==> config.mk <==
export PLATFORM = sky130hd
export DESIGN_NAME = tl_sink_id_pool
export DESIGN_NICKNAME = d
export VERILOG_FILES = /design/src/rtl/tl_sink_id_pool.sv
export SDC_FILE = /design/constraint.sdc
export NUM_CORES = 1
export LEC_CHECK = 0
export BUFFER_PORTS_ARGS = -buffer_cell sky130_fd_sc_hd__buf_2
export CAP_MARGIN = 40
export CELL_PAD_IN_SITES_DETAIL_PLACEMENT = 1
export CELL_PAD_IN_SITES_GLOBAL_PLACEMENT = 2
export CORE_MARGIN = 2
export CORE_UTILIZATION = 42
export CTS_CLUSTER_SIZE = 16
export DETAILED_ROUTE_END_ITERATION = 6
export GPL_TIMING_DRIVEN = 0
export PLACE_DENSITY_LB_ADDON = 0.1
export SYNTH_ARGS = -nofsm -noshare
export SYNTH_HDL_FRONTEND = slang
export SYNTH_SLANG_ARGS = --single-unit
==> constraint.sdc <==
create_clock -name clk -period 5.13 [get_ports clk]
set_input_delay 0.7695 -clock clk [delete_from_list [all_inputs] [get_ports clk]]
set_output_delay 0.7695 -clock clk [all_outputs]
set_load 0.01 [all_outputs]
==> src/rtl/tl_sink_id_pool.sv <==
// Shared sink ID pool for TileLink L2 adapter requesters.
//
// Serves NUM_REQ requesters from one pool of 2^ID_W sink IDs. Requesters are
// arbitrated round-robin, with one allocation per cycle. The ID is returned in
// the handshake cycle. Per-ID metadata is stored when an ID is granted, so that
// it can be looked up when the E-channel GrantAck arrives.
//
// Ports:
//   clk, rst        clock; asynchronous active-high reset
//   alloc_valid     per-requester allocation request
//   alloc_meta      per-requester metadata (slice i = requester i)
//   alloc_ready     one-hot grant
//   alloc_id        ID handed to the granted requester this cycle
//   dealloc_valid   release request
//   dealloc_id      ID being released
//   meta_rd_id      metadata lookup address
//   meta_rd_data    combinational metadata read
//   free_count      registered number of free IDs
//   pool_empty      free_count == 0
//   err_dealloc     registered pulse on release of a free ID
//
// Optional feature macro: TL_SINK_ID_POOL_ERR_CHK_EN
//   When the macro is defined, a release of a free ID is flagged on err_dealloc
//   and is otherwise ignored.
//   When the macro is not defined, err_dealloc is tied low and every release
//   clears its bit.
module tl_sink_id_pool #(
    parameter int unsigned ID_W    = 3,
    parameter int unsigned NUM_REQ = 2,
    parameter int unsigned META_W  = 8
) (
    input  logic                      clk,
    input  logic                      rst,
    input  logic [NUM_REQ-1:0]        alloc_valid,
    input  logic [NUM_REQ*META_W-1:0] alloc_meta,
    output logic [NUM_REQ-1:0]        alloc_ready,
    output logic [ID_W-1:0]           alloc_id,
    input  logic                      dealloc_valid,
    input  logic [ID_W-1:0]           dealloc_id,
    input  logic [ID_W-1:0]           meta_rd_id,
    output logic [META_W-1:0]         meta_rd_data,
    output logic [ID_W:0]             free_count,
    output logic                      pool_empty,
    output logic                      err_dealloc
);

    localparam int unsigned NUM_IDS = 1 << ID_W;
    localparam int unsigned ARB_W   = (NUM_REQ > 1) ? $clog2(NUM_REQ) : 1;

    logic [NUM_IDS-1:0] in_use_q, in_use_d;
    logic [META_W-1:0]  meta_q [NUM_IDS];
    logic [ID_W-1:0]    id_ptr_q, id_ptr_d;
    logic [ARB_W-1:0]   arb_ptr_q, arb_ptr_d;
    logic [ID_W:0]      free_count_q, free_count_d;
    logic               err_q, err_d;

    logic [ID_W-1:0]    id_probe;
    logic [ARB_W-1:0]   req_probe;
    logic [ARB_W-1:0]   cand_idx;
    logic               grant;
    logic               dealloc_legal;
    logic [META_W-1:0]  grant_meta;

    // Circular first-free search starting at id_ptr. The loop runs downward, so
    // the last write (the smallest offset) wins.
    always_comb begin
        alloc_id = id_ptr_q;
        id_probe = '0;
        for (int i = NUM_IDS - 1; i >= 0; i--) begin
            id_probe = id_ptr_q + ID_W'(i);
            if (!in_use_q[id_probe]) begin
                alloc_id = id_probe;
            end
        end
    end

    // Round-robin candidate: the first valid requester at or after arb_ptr.
    always_comb begin
        cand_idx  = '0;
        req_probe = '0;
        for (int i = NUM_REQ - 1; i >= 0; i--) begin
            req_probe = ARB_W'((int'(arb_ptr_q) + i) % NUM_REQ);
            if (alloc_valid[req_probe]) begin
                cand_idx = req_probe;
            end
        end
    end

    // Grant is masked during reset so that no handshake is seen while state is cleared.
    always_comb begin
        alloc_ready = '0;
        if (!rst && (|alloc_valid) && (free_count_q != '0)) begin
            alloc_ready[cand_idx] = 1'b1;
        end
    end

    assign grant         = |alloc_ready;
    assign grant_meta    = alloc_meta[int'(cand_idx)*META_W +: META_W];
    assign dealloc_legal = dealloc_valid && in_use_q[dealloc_id];

    always_comb begin
        in_use_d     = in_use_q;
        free_count_d = free_count_q;
        id_ptr_d     = id_ptr_q;
        arb_ptr_d    = arb_ptr_q;
        err_d        = 1'b0;

`ifdef TL_SINK_ID_POOL_ERR_CHK_EN
        if (dealloc_legal) begin
            in_use_d[dealloc_id] = 1'b0;
        end
        err_d = dealloc_valid && !in_use_q[dealloc_id];
`else
        if (dealloc_valid) begin
            in_use_d[dealloc_id] = 1'b0;
        end
`endif

        // The allocation is applied after the release. A release that targets
        // the ID being allocated (which is necessarily free) therefore cannot
        // undo the allocation.
        if (grant) begin
            in_use_d[alloc_id] = 1'b1;
            id_ptr_d           = alloc_id + ID_W'(1);
            arb_ptr_d          = (cand_idx == ARB_W'(NUM_REQ - 1)) ? '0 : cand_idx + ARB_W'(1);
        end

        // The count only rises for a release of an ID that was actually in use.
        unique case ({grant, dealloc_legal})
            2'b10:   free_count_d = free_count_q - (ID_W+1)'(1);
            2'b01:   free_count_d = free_count_q + (ID_W+1)'(1);
            default: free_count_d = free_count_q;
        endcase
    end

    always_ff @(posedge clk or posedge rst) begin
        if (rst) begin
            in_use_q     <= '0;
            free_count_q <= (ID_W+1)'(NUM_IDS);
            id_ptr_q     <= '0;
            arb_ptr_q    <= '0;
            err_q        <= 1'b0;
        end else begin
            in_use_q     <= in_use_d;
            free_count_q <= free_count_d;
            id_ptr_q     <= id_ptr_d;
            arb_ptr_q    <= arb_ptr_d;
            err_q        <= err_d;
        end
    end

    // Metadata is not reset: its contents only matter while the ID is in use.
    always_ff @(posedge clk) begin
        if (grant) begin
            meta_q[alloc_id] <= grant_meta;
        end
    end

    assign meta_rd_data = meta_q[meta_rd_id];
    assign free_count   = free_count_q;
    assign pool_empty   = (free_count_q == '0);
    assign err_dealloc  = err_q;

endmodule

==> results_dict.tcl <==
set metrics [dict create \
    layout.cells.non_filler 505 \
    die_area_um2 11480 \
    io_buffers 39 \
    die_h_um 107.1 \
    rows 37 \
    clock-sinks 80 \
    cts_setup_buffers 0 \
    grt_max_degree 17 \
    grt_pass1_wl_mm 17.34 \
    avgSynthCellArea_um2 14.50 \
    fin_hold_ws_ns 0.5029 \
    synth_area_um2 4467 \
    routed-wl-met2_mm 5.581 \
    reg2reg_depth 13 \
    fp.dieW_um 107.1 \
    nNetsFinal 397 \
    dp.cells 489 \
    cts_buffers 9 \
    cp-end-kind "output port" \
    peakVddDrop_v 0.0003795 \
    crit_family "buffers and inverters" \
    wl_met1_mm 5.007 \
    timing.rr.end "meta_q[4][4]" \
    dpl_worst_slack_ns 0.2289 \
    ys.flop_type "edfxtp_1" \
    drcViolationCount 0 \
    cts.htree.levels 3 \
    num_antenna_cells 0 \
    min_path_type "in -> async" \
    powerDensity_nw_per_um2 736.8 \
    fin_tns_setup_ns 0 \
    ys_ff_latch 80 \
    max_freq_mhz 212.2 \
    path_buf_inv 7 \
    final_util 0.4934 \
    cts_tree "yes" \
    track_usage 0.2018 \
    path_class "reg -> out" \
    design_area_um2 5094 \
    drive_gt1_frac 0.3821 \
    first_pass_iters 4 \
    place_area_um2 4876 \
    cp_cell_sequence "buf_6 -> buf_6 -> buf_2 -> inv_1 -> ha_1 -> clkbuf_1 -> xnor2_1 -> or3b_2 -> a31oi_1 -> o311a_4 -> o21a_4 -> nor2_8 -> inv_4 -> buf_2" \
    vias 2909 \
    dr_wl_met3_um 413 \
    syn_to_final_growth_pct 14.03 \
    rsz0062_at_grt "false" \
    fin_ws_ns 0.4174 \
    cpPeakStageDelay_ns 0.49 \
    synth_most_common_cell "edfxtp_1" \
    start_util 0.4327 \
    async_flop_share 0.2000 \
    core_um2 10320 \
    status "completed" \
    syn_inst 308 \
    timing.rr.start "id_ptr_q[0]" \
    grt_pass1_vias 2998 \
    maxSlewViolCount 0 \
    crit_arrival_ns 3.94 \
    clk_pin_slew_ns 0.09 \
    slew-limit-headroom 0.4280 \
    drtIter0Drc 121 \
    rrSetupSlack_ns 0.43 \
    maxCapViolCount 0 \
    period_needed_ns 4.713 \
    worstPathRequired_ns 4.36 \
    finalCritPeriodShare 0.9186 \
    clockBufferDepth 2 \
    syn_nets 341 \
    drtAntennaViolNets 0 \
    p_total_mw 3.753 \
    worst_pin_slew_ns 0.8534 \
    io_pins 46 \
    ys_seq_area_frac 0.5202 \
    wl_per_cell_um 21.92 \
    highest_layer "met4" \
    grt_overflow 0 \
    synth-edff-count 64 \
    dp_hpwl_mm 7.825 \
    ys_top_cells_by_count "edfxtp_1, mux4_2, mux2_2, dfrtp_1" \
    gp_congestion 0.7718 \
    clkLatencyLatePin_ns 0.35 \
    yosys-top-cells-area "edfxtp_1, mux4_2, dfrtp_1, mux2_2, mux2i_1" \
    ys_types 66 \
    wirelength_mm 11.07 \
    startpoint_type "register" \
    clock_skew_ns 0.01141 \
    setup_violations 0 \
    ys_warn_count 0 \
    leakagePower_nw 1.817 \
    hold_viol 0 \
    via_per_inst 5.760 \
    antenna_found_initial 0 \
    post-synth-top-area-cell "edfxtp_1" \
    crit_fanout 10 \
    synth_top_area_share 0.4303 \
    cts-root-buf "clkbuf_8" \
    cpMaxStageDelayCell "or3b_2" \
]
-- registers in the layout (all words and copies together) (netlist names) --
register / count
id_ptr_q: 3
in_use_q: 8
free_count: 4
arb_ptr_q: 1
meta_q: 64
-- power breakdown --
group / total [mW] / leakage, nW / switching [mW] / internal [mW]
clock: 0.486 / 0.103 / 0.252 / 0.234
sequential: 1.08 / 0.772 / 0.128 / 0.955
combinational: 2.18 / 0.943 / 1.29 / 0.891
-- worst register-to-register path, stage by stage, from the launching register on --
cell and delay, ns:
dfrtp_1 0.38, buf_6 0.14, buf_6 0.16, buf_2 0.27
inv_1 0.18, ha_1 0.35, buf_2 0.23, mux4_2 0.60
o22ai_1 0.32, o32ai_1 0.15, a31oi_1 0.22, o221ai_2 0.25
or2_1 0.39, nor3_2 0.68
-- cells by family (layout without fill, tap and decap cells) --
family / after synthesis / count (layout) / share of synthesized area
muxes: 64 / 64 / 0.2342
xor gates and xnor gates: 7 / 7 / 0.01373
adders and majority gates: 6 / 6 / 0.01849
buffers and inverters: 35 / 96 / 0.03585
DFF: 80 / 80 / 0.5202
other: 1 / 1 / 0.0008395
and+or+nand+nor: 61 / 61 / 0.07872
AOI/OAI and AO/OA: 54 / 54 / 0.09804
-- placed cells by master, fill, tap and decap left out, types with 2 or more instances in the layout --
cell / count
nand2b_1: 5
a22o_1: 4
nor3b_1: 2
inv_1: 10
buf_1: 4
buf_4: 4
o31ai_1: 2
o21ai_1: 4
buf_2: 45
a211oi_1: 2
o32ai_1: 3
o21a_4: 2
xor2_1: 2
dfrtp_1: 15
nor2b_1: 3
nor3_1: 7
mux2i_1: 10
and2_1: 3
mux2_2: 24
nand3_1: 6
o21ai_0: 9
ha_1: 5
inv_6: 3
nor3_2: 5
a31oi_1: 2
o22ai_1: 4
buf_6: 3
xnor2_1: 5
edfxtp_1: 64
a21oi_1: 4
clkbuf_1: 11
nor2_1: 11
nand2_1: 10
mux4_2: 29
clkbuf_8: 9
inv_4: 2
-- cell type report --
type,instances,area (um2)
repair buffers,45,239.0
clock buffers,9,123.9
inverters,13,53.80
flip-flops and latches,80,2323
well taps,136,170.2
clock inverters,7,83.83
fillers,1048,5230
plain buffers,22,106.4
multi-input cells,193,1993
-- per-layer routing --
metal  vias up  global-route usage
li1       1332                   -
met4         0             0.05102
met2        64              0.3391
met3         5             0.03343
met1      1508              0.2733
met5         -                   0
-- worst max-delay path by stage --
| stage | endpoint | from | cells after the start | slack [ns] |
|---|---|---|---|---|
| after floorplan | meta_q[5][0] | id_ptr_q[0] | 13 | 1.08 |
| after global placement | meta_q[5][6] | id_ptr_q[0] | 13 | 0.06 |
| after detailed placement | meta_q[5][6] | id_ptr_q[0] | 14 | 0.23 |
| after CTS | meta_q[5][2] | id_ptr_q[0] | 14 | 0.21 |
| after global routing | meta_q[4][1] | id_ptr_q[0] | 13 | 0.14 |
| final | alloc_id[0] | id_ptr_q[0] | 14 | 0.42 |
-- what timing repair did --
action | 4_1_cts | 5_1_grt
setup endpoints to repair | 0 | 8
resized for setup | 0 | 2
hold buffers | 0 | 0
Power figures use the tool's default switching activity.
